`src/rtl/dcache_direct_mapped.sv`:
```
// Direct-mapped, write-back, write-allocate data cache between the MEM stage and a
// word-wide data memory; 4-word lines, misses stall the pipeline via cpu_busywait.
module dcache_direct_mapped #(
    parameter int NUM_LINES = 8
) (
    input  logic        clock,
    input  logic        reset,
    input  logic [3:0]  cpu_read,
    input  logic [2:0]  cpu_write,
    input  logic [31:0] cpu_address,
    input  logic [31:0] cpu_writedata,
    output logic [31:0] cpu_readdata,
    output logic        cpu_busywait,
    output logic        mem_read,
    output logic        mem_write,
    output logic [31:0] mem_address,
    output logic [31:0] mem_writedata,
    input  logic [31:0] mem_readdata,
    input  logic        mem_busywait
);

    localparam int INDEX_BITS = $clog2(NUM_LINES);
    localparam int TAG_BITS   = 28 - INDEX_BITS;

    typedef enum logic [1:0] {
        S_IDLE      = 2'd0,
        S_WRITEBACK = 2'd1,
        S_FETCH_REQ = 2'd2,
        S_FETCH_CAP = 2'd3
    } state_t;

    state_t                  state_q, state_d;
    logic [1:0]              k_q, k_d;
    logic [TAG_BITS-1:0]     fill_tag_q, fill_tag_d;
    logic [INDEX_BITS-1:0]   fill_index_q, fill_index_d;

    logic [3:0][31:0]        data_q [NUM_LINES];
    logic [TAG_BITS-1:0]     tag_q  [NUM_LINES];
    logic [NUM_LINES-1:0]    valid_q;
    logic [NUM_LINES-1:0]    dirty_q;

    logic [TAG_BITS-1:0]     cpu_tag_s;
    logic [INDEX_BITS-1:0]   cpu_index_s;
    logic [1:0]              cpu_word_s;
    logic [1:0]              cpu_byte_s;
    logic                    is_load_s, is_store_s, access_s, hit_s;
    logic [31:0]             hit_word_s;
    logic                    miss_busy_s;
    logic                    mem_read_s, mem_write_s;
    logic [31:0]             mem_address_s, mem_writedata_s;

    function automatic logic [31:0] load_extract(input logic [31:0] word,
                                                 input logic [2:0]  funct3,
                                                 input logic [1:0]  off);
        logic [7:0]  b;
        logic [15:0] h;
        logic [31:0] r;
        b = word[{off, 3'b000} +: 8];
        h = off[1] ? word[31:16] : word[15:0];
        case (funct3)
            3'b000:  r = {{24{b[7]}}, b};
            3'b001:  r = {{16{h[15]}}, h};
            3'b010:  r = word;
            3'b100:  r = {24'h000000, b};
            3'b101:  r = {16'h0000, h};
            default: r = 32'h0000_0000;
        endcase
        return r;
    endfunction

    function automatic logic [31:0] store_merge(input logic [31:0] old,
                                                input logic [31:0] wdata,
                                                input logic [1:0]  size,
                                                input logic [1:0]  off);
        logic [31:0] r;
        r = old;
        case (size)
            2'b00: r[{off, 3'b000} +: 8] = wdata[7:0];
            2'b01: begin
                if (off[1]) begin
                    r[31:16] = wdata[15:0];
                end else begin
                    r[15:0] = wdata[15:0];
                end
            end
            2'b10:   r = wdata;
            default: r = old;
        endcase
        return r;
    endfunction

    assign cpu_tag_s   = cpu_address[31:4+INDEX_BITS];
    assign cpu_index_s = cpu_address[3+INDEX_BITS:4];
    assign cpu_word_s  = cpu_address[3:2];
    assign cpu_byte_s  = cpu_address[1:0];

    // A request with both enables set is treated as no access at all.
    assign is_load_s  = cpu_read[3] & ~cpu_write[2];
    assign is_store_s = cpu_write[2] & ~cpu_read[3];
    assign access_s   = is_load_s | is_store_s;
    assign hit_s      = valid_q[cpu_index_s] && (tag_q[cpu_index_s] == cpu_tag_s);
    assign hit_word_s = data_q[cpu_index_s][cpu_word_s];

    // Next-state and memory-side request generation
    always_comb begin
        state_d         = state_q;
        k_d             = k_q;
        fill_tag_d      = fill_tag_q;
        fill_index_d    = fill_index_q;
        miss_busy_s     = 1'b0;
        mem_read_s      = 1'b0;
        mem_write_s     = 1'b0;
        mem_address_s   = 32'h0000_0000;
        mem_writedata_s = 32'h0000_0000;
        case (state_q)
            S_IDLE: begin
                if (access_s && !hit_s) begin
                    miss_busy_s  = 1'b1;
                    k_d          = 2'd0;
                    fill_tag_d   = cpu_tag_s;
                    fill_index_d = cpu_index_s;
                    if (valid_q[cpu_index_s] && dirty_q[cpu_index_s]) begin
                        state_d = S_WRITEBACK;
                    end else begin
                        state_d = S_FETCH_REQ;
                    end
                end else begin
                    state_d = S_IDLE;
                end
            end
            S_WRITEBACK: begin
                mem_write_s     = 1'b1;
                mem_address_s   = {tag_q[fill_index_q], fill_index_q, k_q, 2'b00};
                mem_writedata_s = data_q[fill_index_q][k_q];
                if (!mem_busywait) begin
                    k_d = k_q + 2'd1;
                    if (k_q == 2'd3) begin
                        state_d = S_FETCH_REQ;
                    end else begin
                        state_d = S_WRITEBACK;
                    end
                end else begin
                    k_d = k_q;
                end
            end
            S_FETCH_REQ: begin
                mem_read_s    = 1'b1;
                mem_address_s = {fill_tag_q, fill_index_q, k_q, 2'b00};
                if (!mem_busywait) begin
                    state_d = S_FETCH_CAP;
                end else begin
                    state_d = S_FETCH_REQ;
                end
            end
            S_FETCH_CAP: begin
                mem_address_s = {fill_tag_q, fill_index_q, k_q, 2'b00};
                k_d           = k_q + 2'd1;
                if (k_q == 2'd3) begin
                    state_d = S_IDLE;
                end else begin
                    state_d = S_FETCH_REQ;
                end
            end
            default: begin
                state_d = S_IDLE;
                k_d     = 2'd0;
            end
        endcase
    end

    // Outputs are forced quiet while reset is held low.
    assign mem_read      = reset & mem_read_s;
    assign mem_write     = reset & mem_write_s;
    assign mem_address   = reset ? mem_address_s : 32'h0000_0000;
    assign mem_writedata = reset ? mem_writedata_s : 32'h0000_0000;
    assign cpu_busywait  = reset & ((state_q != S_IDLE) | miss_busy_s);
    assign cpu_readdata  = (reset && (state_q == S_IDLE) && is_load_s && hit_s)
                         ? load_extract(hit_word_s, cpu_read[2:0], cpu_byte_s)
                         : 32'h0000_0000;

    // Controller state, word counter and latched miss address
    always_ff @(posedge clock) begin
        if (!reset) begin
            state_q      <= S_IDLE;
            k_q          <= 2'd0;
            fill_tag_q   <= '0;
            fill_index_q <= '0;
        end else begin
            state_q      <= state_d;
            k_q          <= k_d;
            fill_tag_q   <= fill_tag_d;
            fill_index_q <= fill_index_d;
        end
    end

    // Line status bits
    always_ff @(posedge clock) begin
        if (!reset) begin
            valid_q <= '0;
            dirty_q <= '0;
        end else if ((state_q == S_FETCH_CAP) && (k_q == 2'd3)) begin
            valid_q[fill_index_q] <= 1'b1;
            dirty_q[fill_index_q] <= 1'b0;
        end else if ((state_q == S_IDLE) && is_store_s && hit_s) begin
            dirty_q[cpu_index_s] <= 1'b1;
        end else begin
            valid_q <= valid_q;
            dirty_q <= dirty_q;
        end
    end

    // Data and tag arrays: fill words from memory, merge store lanes on a hit
    always_ff @(posedge clock) begin
        if (reset) begin
            if (state_q == S_FETCH_CAP) begin
                data_q[fill_index_q][k_q] <= mem_readdata;
                if (k_q == 2'd3) begin
                    tag_q[fill_index_q] <= fill_tag_q;
                end
            end else if ((state_q == S_IDLE) && is_store_s && hit_s) begin
                data_q[cpu_index_s][cpu_word_s] <=
                    store_merge(hit_word_s, cpu_writedata, cpu_write[1:0], cpu_byte_s);
            end
        end
    end

endmodule

```
`config.mk`:
```
export PLATFORM = sky130hd
export DESIGN_NAME = dcache_direct_mapped
export DESIGN_NICKNAME = d
export VERILOG_FILES = /design/src/rtl/dcache_direct_mapped.sv
export SDC_FILE = /design/constraint.sdc
export NUM_CORES = 2
export LEC_CHECK = 0
export BUFFER_PORTS_ARGS = -buffer_cell sky130_fd_sc_hd__buf_2
export CORE_MARGIN = 2
export CORE_UTILIZATION = 45
export CTS_CLUSTER_SIZE = 24
export DETAILED_ROUTE_END_ITERATION = 10
export PLACE_DENSITY_LB_ADDON = 0.2
export SLEW_MARGIN = 20
export SYNTH_ARGS = -nofsm -noshare
export SYNTH_HDL_FRONTEND = slang
export SYNTH_SLANG_ARGS = --single-unit
export TNS_END_PERCENT = 20
```
`constraint.sdc`:
```
create_clock -name clock -period 12.1 [get_ports clock]
set_input_delay 1.21 -clock clock [delete_from_list [all_inputs] [get_ports clock]]
set_output_delay 1.21 -clock clock [all_outputs]
set_load 0.005 [all_outputs]
```
==> results.md <==
* Number of iterations in the first detailed-routing pass at 8
* Multi-input logic area at 21,410 um2
* Peak VDD IR at 118.7 uV
* Latest clock arrival within the worst-skew pair at 790 ps
* Status: finished clean
* Asr flop ratio synth at 0
* Global-route wire length before repair at 294,000 um
* Crit. End Element: output port
* CP required at 10,890 ps
* GRT Overall Usage at 0.3051
* Area after DPL at 63,340 um2
* Worst-Margin Slew at 1213 ps
* Ys flop type: edfxtp_1
* Largest net degree at the start of global routing at 139
* R2r startpoint: tag_q[1][11]$_DFFE_PP_
* Post-Synth Adder-Cell Area at 0.002298
* Via count of the routed design at 40,212
* Vias per inst at 7.078
* R2R depth at 10
* Power Density at 149.0 nW/um2
* Final min period at 7372 ps
* Die Width at 368.8 um
* Non-Filler Instances at 5,681
* TritonCTS Buffers at 138
* Compound-gate portion of the synthesized area at 0.1023
* Initial antenna violation count at 8
* Vias in the first global route at 39,281
* Ports at 205
* Num rows at 133
* Final setup TNS at 0 ps
* Min-delay worst type: flop to flop
* Core Area at 131,800 um2
* Post-Syn Instances at 3,665
* Final #Nets at 3,926
* CTS Hold Bufs at 0
* Reg-to-reg slack, setup at 6400 ps
* Longest Clk Path Bufs at 3
* Number of synthesized flops with an enable pin at 1,224
* Mux share of post-synthesis cell area at 0.1910
* Share of post-route cells with drive strength above 1 at 0.2747
* Area growth from synthesis to layout at 13.27%
* RSZ-0062 raised after global routing: false
* Most frequent cells in the layout: edfxtp_1, mux4_2, a22oi_1
* H-tree depth at 4
* Filler cells at 10,817
* Seq/Total Area, Yosys at 0.6308
* CP startpoint: cpu_address[5]
* Seq. cell area at 37,790 um2
* PortBufs at 202
* Max Freq at 0.1356 GHz
* Placed cell count at 5,424
* CP Class: input port to output port
* LEAKAGE at 0.02111 uW
* Hold Crit Start: valid_q[3]$_SDFFE_PN0P_
* Final Cycle Share at 0.6093
* CTS Root Cell: clkbuf_16
* #FFs+latches synth at 1,275
* Reg-to-Reg End: data_q[1][14]$_DFFE_PP_
* Largest family of logic cells by synthesized area: multiplexers
* Slew margin rel. at 0.1858
* WL/cell at 36.83 um
* Final Instance Area at 67,840 um2
* Critical Path AT at 6160 ps
* Starting DRC count in detailed routing at 6,186
* Worst Clk Skew at 26.54 ps
* # DRC at 0
* Detail Route Antenna Nets at 0
* Yosys cell types at 71
* Die Area at 136,000 um2
* Final setup fails at 0
* Final hold slack at 454.3 ps
* CTS resizes at 0
* Max_cap viols at 0
* Most common cell after layout, fill and taps aside: edfxtp_1
* GPL Wtd Cong at 0.9081
* Warnings, synthesis at 0
* Syn_area_per_cell at 16.34 um2
* DP HPWL at 120,800 um
* Simple-Gate Fraction of Synth Area at 0.04882
* Post CTS Setup Buffer Count at 0
* CTS Sinks at 1,275
* Hold Path Depth at 1
* Die height at 368.8 um
* Initial core utilization at 0.4544
* Hold Crit Endpoint: valid_q[3]$_SDFFE_PN0P_
* Post-Syn Area at 59,890 um2
* CTS tree: built
* Critical path peak fanout at 52
* Remaining Overflow, GRT at 0
* Crit start category: input port
* Clock transition at the registers of the reported paths at 60 ps
* Max Slew Vio Count at 0
* Final Hold Viols at 0
* Post-Route WL at 209,200 um
* XOR/XNOR share of the synthesized area at 0.003071
-- cell type report --
class / count / area share
sequential: 1275 / 0.5571
multi-input combinational: 2072 / 0.3156
clock buffer: 171 / 0.05397
tap: 1755 / 0.03237
timing repair buffer: 305 / 0.02796
clock inverter: 84 / 0.01192
inverter: 17 / 0.0009591
antenna: 2 / 0.00007378
-- layer usage --
layer  GRT usage  vias up  routed length, um
li1            -    15775                  -
met1      0.4219    20890              79230
met2      0.4590     3038              93990
met3     0.08253      497              26900
met4      0.1218       12               8867
met5    0.008547        -                226
-- per-stage QoR --
stage,total power [uW],util,setup WS (ps)
2_1_floorplan,5628,-,5410
3_3_place_gp,5983,0.4803,4542
3_5_place_dp,5985,0.4806,4444
4_1_cts,10120,0.5145,4790
5_1_grt,10360,0.5147,4535
6_report,10110,0.5147,4728
-- worst max-delay path, stage by stage --
cell	delay, ps
buf_4	640
buf_4	610
and3_4	760
buf_4	820
a221o_1	270
o221ai_1	320
nor3b_1	340
o21ai_0	360
a31oi_2	350
a21oi_1	250
buf_2	140
-- cell usage after synthesis (all sizes together) (13+ instances only) --
library cell,instances,area (um2)
edfxtp,1224,36760
mux4,441,9932
a22oi,341,2560
nand2,246,923.4
clkbuf,174,653.1
buf,128,581.8
a21oi,121,605.6
o21ai,108,540.5
mux2i,102,1021
nand3,72,360.4
nor2,65,244.0
a221oi,59,516.8
dfxtp,51,1021
a22o,46,402.9
mux2,43,484.2
nand4,36,225.2
and4,34,297.8
and3,29,181.4
o22ai,29,181.4
o21a,23,172.7
a21o,22,165.2
xnor2,20,175.2
a31oi,19,118.9
inv,15,56.30
nor2b,14,87.58
or2,14,87.58
a222oi,13,130.1
-- sequential cells by signal (all words and copies together) (netlist names), named ones only --
register and cells:
valid_q 8, k_q 2, data_q 1024, state_q 2
tag_q 200, dirty_q 8, fill_tag_q 25, fill_index_q 3
-- cell families (layout without fill, tap and decap cells) --
family / Yosys count / count (layout)
fa+ha+maj: 11 / 11
xor+xnor: 21 / 21
other cells: 1 / 4
buf+inv: 319 / 577
compound gates: 868 / 868
simple gates: 584 / 584
mux: 586 / 586
flops: 1275 / 1275
-- worst max path at each step --
| stage | endpoint |
|---|---|
| floorplan | data_q[1][64]$_DFFE_PP_ |
| global placement | data_q[7][0]$_DFFE_PP_ |
| detailed placement | data_q[1][12]$_DFFE_PP_ |
| CTS | cpu_readdata[21] |
| global route | cpu_readdata[21] |
| finish | cpu_readdata[18] |
-- power breakdown --
part	total, uW	switching [uW]	internal, uW	leakage (uW)
combinational	1010	603	406	0.00742
sequential	4910	50.0	4860	0.0115
clock	4190	1790	2400	0.00220
Note: power is estimated with default switching activity, not from simulation.
